### src/rtl/ex_stage_mc.sv
// Execute stage: operand forwarding, single-cycle ALU, iterative MUL/DIV/MOD,
// branch resolution against registered flags, and the EX/MA pipeline latch.
module ex_stage_mc #(
  parameter int unsigned DATA_W  = 32,
  parameter int unsigned CTRL_W  = 22,
  parameter int unsigned SHAMT_W = 5
) (
  input  logic              clk,
  input  logic              reset,
  input  logic              in_valid,
  input  logic              in_flush,
  input  logic [DATA_W-1:0] in_pc,
  input  logic [31:0]       in_ir,
  input  logic [CTRL_W-1:0] in_ctrl,
  input  logic [3:0]        in_op,
  input  logic [1:0]        in_br,
  input  logic [DATA_W-1:0] in_br_target,
  input  logic [DATA_W-1:0] in_opa,
  input  logic [DATA_W-1:0] in_opb,
  input  logic [DATA_W-1:0] in_op2,
  input  logic [1:0]        fwd_a,
  input  logic [1:0]        fwd_b,
  input  logic [1:0]        fwd_2,
  input  logic [DATA_W-1:0] rw_data,
  input  logic [DATA_W-1:0] ma_result,
  output logic              stall,
  output logic              branch_taken,
  output logic [DATA_W-1:0] branch_pc,
  output logic              out_valid,
  output logic [DATA_W-1:0] out_pc,
  output logic [31:0]       out_ir,
  output logic [CTRL_W-1:0] out_ctrl,
  output logic [DATA_W-1:0] out_result,
  output logic [DATA_W-1:0] out_op2
);

  typedef enum logic [1:0] {S_IDLE, S_BUSY, S_DONE} state_t;
  typedef enum logic [3:0] {
    OP_ADD = 4'd0, OP_SUB = 4'd1, OP_AND = 4'd2, OP_OR  = 4'd3, OP_NOT = 4'd4,
    OP_MOV = 4'd5, OP_LSL = 4'd6, OP_LSR = 4'd7, OP_ASR = 4'd8, OP_CMP = 4'd9,
    OP_MUL = 4'd10, OP_DIV = 4'd11, OP_MOD = 4'd12
  } op_t;

  localparam logic [SHAMT_W-1:0] LAST_STEP = SHAMT_W'(DATA_W - 1);

  state_t              state_q, state_d;
  op_t                 op;
  logic [DATA_W-1:0]   a_v, b_v, op2_v, alu_result, mc_result;
  logic [SHAMT_W-1:0]  shamt, cnt_q;
  logic [DATA_W-1:0]   a_q, b_q, op2_q, acc_q, quo_q;
  logic [DATA_W:0]     rem_ext, rem_diff;
  logic                rem_ge, is_mc, div_zero;
  logic                flag_e, flag_gt;
  logic                stall_c, accept_sc, accept_mc, mc_start;

  function automatic logic [DATA_W-1:0] fwd_sel(input logic [1:0] sel,
                                                input logic [DATA_W-1:0] reg_v,
                                                input logic [DATA_W-1:0] rw_v,
                                                input logic [DATA_W-1:0] ma_v);
    case (sel)
      2'd1:    return rw_v;
      2'd2:    return ma_v;
      default: return reg_v;
    endcase
  endfunction

  assign op       = op_t'(in_op);
  assign a_v      = fwd_sel(fwd_a, in_opa, rw_data, ma_result);
  assign b_v      = fwd_sel(fwd_b, in_opb, rw_data, ma_result);
  assign op2_v    = fwd_sel(fwd_2, in_op2, rw_data, ma_result);
  assign shamt    = b_v[SHAMT_W-1:0];
  assign is_mc    = (op == OP_MUL) || (op == OP_DIV) || (op == OP_MOD);
  assign div_zero = (op != OP_MUL) && (b_v == '0);

  always_comb begin
    alu_result = b_v;
    case (op)
      OP_ADD:         alu_result = a_v + b_v;
      OP_SUB, OP_CMP: alu_result = a_v - b_v;
      OP_AND:         alu_result = a_v & b_v;
      OP_OR:          alu_result = a_v | b_v;
      OP_NOT:         alu_result = ~b_v;
      OP_LSL:         alu_result = a_v << shamt;
      OP_LSR:         alu_result = a_v >> shamt;
      OP_ASR:         alu_result = DATA_W'($signed(a_v) >>> shamt);
      default:        alu_result = b_v;
    endcase
  end

  // Restoring divide step: acc_q holds the partial remainder, quo_q shifts the
  // dividend out at the top while quotient bits enter at the bottom.
  assign rem_ext   = {acc_q, quo_q[DATA_W-1]};
  assign rem_diff  = rem_ext - {1'b0, b_q};
  assign rem_ge    = ~rem_diff[DATA_W];
  assign mc_result = (op == OP_DIV) ? quo_q : acc_q;

  always_comb begin
    state_d   = state_q;
    stall_c   = 1'b0;
    accept_sc = 1'b0;
    accept_mc = 1'b0;
    mc_start  = 1'b0;
    if (in_flush) begin
      state_d = S_IDLE;
    end else begin
      case (state_q)
        S_IDLE: if (in_valid) begin
          if (is_mc) begin
            stall_c  = 1'b1;
            mc_start = 1'b1;
            state_d  = div_zero ? S_DONE : S_BUSY;
          end else begin
            accept_sc = 1'b1;
          end
        end
        S_BUSY: begin
          stall_c = 1'b1;
          if (cnt_q == LAST_STEP) state_d = S_DONE;
        end
        S_DONE: begin
          accept_mc = in_valid;
          state_d   = S_IDLE;
        end
        default: state_d = S_IDLE;
      endcase
    end
  end

  assign stall        = stall_c & ~reset;
  assign branch_pc    = in_br_target;
  assign branch_taken = in_valid && !in_flush &&
                        ((in_br == 2'd1) || (in_br == 2'd2 && flag_e) || (in_br == 2'd3 && flag_gt));

  always_ff @(posedge clk) begin
    if (reset) begin
      state_q    <= S_IDLE;
      cnt_q      <= '0;
      a_q        <= '0;
      b_q        <= '0;
      op2_q      <= '0;
      acc_q      <= '0;
      quo_q      <= '0;
      flag_e     <= 1'b0;
      flag_gt    <= 1'b0;
      out_valid  <= 1'b0;
      out_pc     <= '0;
      out_ir     <= '0;
      out_ctrl   <= '0;
      out_result <= '0;
      out_op2    <= '0;
    end else begin
      state_q   <= state_d;
      out_valid <= accept_sc | accept_mc;
      if (in_flush) begin
        cnt_q <= '0;
      end else if (mc_start) begin
        // Divide-by-zero preloads the final DIV/MOD answers and skips BUSY.
        cnt_q <= '0;
        a_q   <= a_v;
        b_q   <= b_v;
        op2_q <= op2_v;
        acc_q <= div_zero ? a_v : '0;
        quo_q <= div_zero ? '1 : a_v;
      end else if (state_q == S_BUSY) begin
        cnt_q <= cnt_q + SHAMT_W'(1);
        if (op == OP_MUL) begin
          acc_q <= acc_q + (b_q[cnt_q] ? (a_q << cnt_q) : '0);
        end else begin
          acc_q <= rem_ge ? rem_diff[DATA_W-1:0] : rem_ext[DATA_W-1:0];
          quo_q <= {quo_q[DATA_W-2:0], rem_ge};
        end
      end
      if (accept_sc || accept_mc) begin
        out_pc   <= in_pc;
        out_ir   <= in_ir;
        out_ctrl <= in_ctrl;
      end
      if (accept_sc) begin
        out_result <= alu_result;
        out_op2    <= op2_v;
        if (op == OP_CMP) begin
          flag_e  <= (a_v == b_v);
          flag_gt <= ($signed(a_v) > $signed(b_v));
        end
      end
      if (accept_mc) begin
        out_result <= mc_result;
        out_op2    <= op2_q;
      end
    end
  end

endmodule

### config.mk
export PLATFORM = sky130hd
export DESIGN_NAME = ex_stage_mc
export DESIGN_NICKNAME = d
export VERILOG_FILES = /design/src/rtl/ex_stage_mc.sv
export SDC_FILE = /design/constraint.sdc
export NUM_CORES = 2
export LEC_CHECK = 0
export ABC_AREA = 1
export BUFFER_PORTS_ARGS = -buffer_cell sky130_fd_sc_hd__buf_2
export CAP_MARGIN = 20
export CORE_MARGIN = 2
export CORE_UTILIZATION = 45
export CTS_BUF_LIST = sky130_fd_sc_hd__clkbuf_4 sky130_fd_sc_hd__clkbuf_8
export DETAILED_ROUTE_END_ITERATION = 8
export GPL_TIMING_DRIVEN = 1
export PLACE_DENSITY = 0.65
export SLEW_MARGIN = 30
export SYNTH_ARGS = -nofsm -noshare
export SYNTH_HDL_FRONTEND = slang
export SYNTH_SLANG_ARGS = --single-unit
### constraint.sdc
create_clock -name clk -period 8.71 [get_ports clk]
set_clock_uncertainty 0.1 [all_clocks]
set_input_delay 0.4355 -clock clk [delete_from_list [all_inputs] [get_ports clk]]
set_output_delay 0.4355 -clock clk [all_outputs]
set_load 0.01 [all_outputs]
==> summary.md <==
| Metric | Value |
|---|---|
| Status | complete, no violations |
| Worst-Margin Slew | 1.20 ns |
| Setup TNS Final | 0 ns |
| Core box area | around 69000 um^2 |
| Syn Nets | 5899 |
| CTS Root Cell | clkbuf_8 |
| CP peak stage delay | 1.07 ns |
| Clk Latency, worst-skew pair | approximately 0.75 ns |
| Setup crit end kind | register |
| Initial Utilization | 45.5% |
| Final min period | 5.45 ns |
| Final worst-path cycle share | about 63% |
| Cells after Synth | 5424 |
| Cell area after synthesis | roughly 31000 um^2 |
| Most used cell, CP | nand2_1 |
| CTS tree | done |
| Crit path cell chain | buf_2, inv_1, ha_1, inv_2, o21ai_0, inv_1, ha_1, nand2_1, o21ai_0, inv_1, nand2_1, nand2_1, nand3_1, nand2_1, nand3_1, nand2_1, inv_1, nand3_1, o21ai_0, a21oi_1 |
| Total Routing Usage GR | 45.8% |
| Synth top area cells | dfxtp_1 21%, nand2_1 17%, nand3_1 9.5%, o21ai_0 8.2%, a21oi_1 8.0% |
| CTS sink count | 320 |
| Maximum Capacitance Violations | 0 |
| DP Area | 33700 um^2 |
| Register bit count reported by yosys | between 300 and 400 |
| Count leader, synth | nand2_1 |
| Filler cell count | 7318 |
| Endpoints failing setup | 0 |
| Vias in the first global route | around 37000 |
| Top cells by instance count after synthesis | 1443 x nand2_1, 595 x nand3_1, 530 x inv_1 |
| Total congestion overflow | 0 |
| Starting DRT DRC Count | 5459 |
| Hold buffer count at cts | 87 |
| Data arrival, critical path | 5.93 ns |
| Final GP Congestion | 1.04 |
| First-pass GRT wire length | between 200000 and 250000 um |
| Ys Warns | 0 |
| DR vias/cell | 6.05 |
| Drc violations | 0 |
| I/O pin count | 479 |
| Hold Path Class | in -> reg |
| Initial antenna violation count | 15 |
| CP max-delay cell | o21ai_0 |
| Clk slew on worst S/H paths | 0.07 ns |
| Layout cells sized above 1 | 11.6% |
| GR Layer Usage met1 | between 50% and 60% |
| Met2 usage | between 60% and 70% |
| Critical setup path kind | in -> reg |
| Detailed Routing Iterations Pass 1 | 6 |
| Post-synth ARST share | 0% |
| WL/cell | 25.4 um |
| Core Rows | 96 |
| Hold Vio Cnt, Final | 0 |
| H-tree depth | 2 |
| Ys flop type | dfxtp_1 |
| Pin count of the biggest net entering global routing | 89 |
| Vias | 40700 |
| Routed Antenna Nets | 0 |
| P per Cell Area | 172 nW/um^2 |
| Register area | 6410 um^2 |
| Post-DP HPWL | approximately 130000 um |
| Layout area overhead | 15.4% |
| Worst-path fanout max | between 40 and 50 |
| Max-Slew Margin vs Limit | 19.4% |
| Mean post-synth cell area | around 5.8 um^2 |
| Global routing usage on met3 | 12.7% |
| Crit start category | input pin |
| Worst EP required | 9.19 ns |
| Max Clk Rate | 0.183 GHz |
| Leakage | around 18 nW |
| Max Slew Vio Count | 0 |
| Total chip power | 6.19 mW |
| Longest Clk Path Bufs | 3 |
| Final net count | 6214 |
| Post-synth EDFFs | 0 |
| Postcts setup bufs | 0 |
| RSZ-0062 raised after global routing | no |
| Die height | 267 um |
| Share of Yosys cell area claimed by the top area cell type | 20.5% |
| Die area | 71500 um^2 |
| Grt peak-use layer | met2 |
| Sequential-to-total area share from yosys stat | 20.5% |
| VDD IR max | 0.000117 V |
| Resized cells post-CTS | 0 |
| CTS buffer count | 58 |
| Design area | 36000 um^2 |
| Count of input and output buffers | 414 |
| Area leader, netlist | dfxtp_1 |
| Routed WL | 171000 um |
| Number of library cell types mapped by synthesis | 53 |
| Die width | 267 um |
| Area occupied by multi-input gates | 21400 um^2 |
[worst paths after layout]
kind                           from                           to  slack (ns)  cells after the start
max                        fwd_b[0]  out_result[22]$_SDFFE_PP0P_        3.26                     20
min                       in_op2[5]        op2_q[5]$_SDFFE_PP0P_        0.06                      5
max reg2reg   cnt_q[0]$_SDFFE_PP0P_       acc_q[30]$_SDFFE_PP0P_        3.26                     26
min reg2reg  op2_q[29]$_SDFFE_PP0P_       op2_q[29]$_SDFFE_PP0P_        0.35                      2
[layer usage]
metal	up-vias	wire (um)
met5	-	147
met4	20	12200
met3	516	22600
met2	2844	68100
met1	18700	67600
li1	18600	-
[kinds of logic after synthesis]
| logic type | share of synthesized area (%) |
|---|---|
| buffers and inverters | 11.3 |
| AOI/OAI and AO/OA | 23.2 |
| xor gates and xnor gates | 1.15 |
| adders and majority gates | 7.35 |
| and+or+nand+nor | 36.0 |
| DFF | 20.5 |
| muxes | 0.421 |
[through the flow]
step	util, %	std cells	worst slack, ns	hold WS (ns)
floorplan	-	5424	4.78	0.330
global placement	49.1	6523	2.79	0.338
detailed placement	49.1	6523	2.81	0.345
CTS	52.5	6717	3.44	0.0379
global route	52.5	6720	2.92	0.0811
finish	52.5	6724	3.26	0.0561
[state kept, by name, indices dropped and copies added, names as in the netlist, 2 cells and up]
register    flops
out_op2        32
acc_q          32
out_ctrl       22
cnt_q           5
quo_q          32
out_result     32
out_ir         32
out_pc         32
op2_q          32
state_q         2
b_q            32
a_q            32
[cell usage in the layout (no fill, tap or decap), drive strengths merged, types with 33 or more instances in the layout]
cell type	instances
buf	495
nand2	1443
clkbuf	88
nor3	33
or2	34
inv	539
o21ai	540
nand4	51
dfxtp	320
nand3	596
a31oi	40
a21oi	502
a22o	107
ha	177
dlygate4sd3	87
nor2	522
[where the power goes]
part,total (mW),switching (mW),internal (mW)
Sequential,1.59,0.0584,1.53
Combinational,2.81,2.02,0.792
Clock,1.79,0.770,1.02
[critical path, delay by kind of cell]
| family | cells | cell delay (ns) |
|---|---|---|
| AOI/OAI and AO/OA | 4 | 2.22 |
| adders and majority gates | 2 | 1.26 |
| and+or+nand+nor | 8 | 0.79 |
| buffers and inverters | 6 | 1.21 |
[area by class of cell]
type | instances | share of cell area, %
Tap cell | 931 | 3.23
Antenna cell | 7 | 0.0486
Inverter | 543 | 5.70
Multi-Input combinational cell | 4234 | 59.4
Sequential cell | 320 | 17.8
Timing Repair Buffer | 582 | 9.86
Clock buffer | 88 | 3.15
Clock inverter | 19 | 0.830
(Power assumes the default switching activity.)
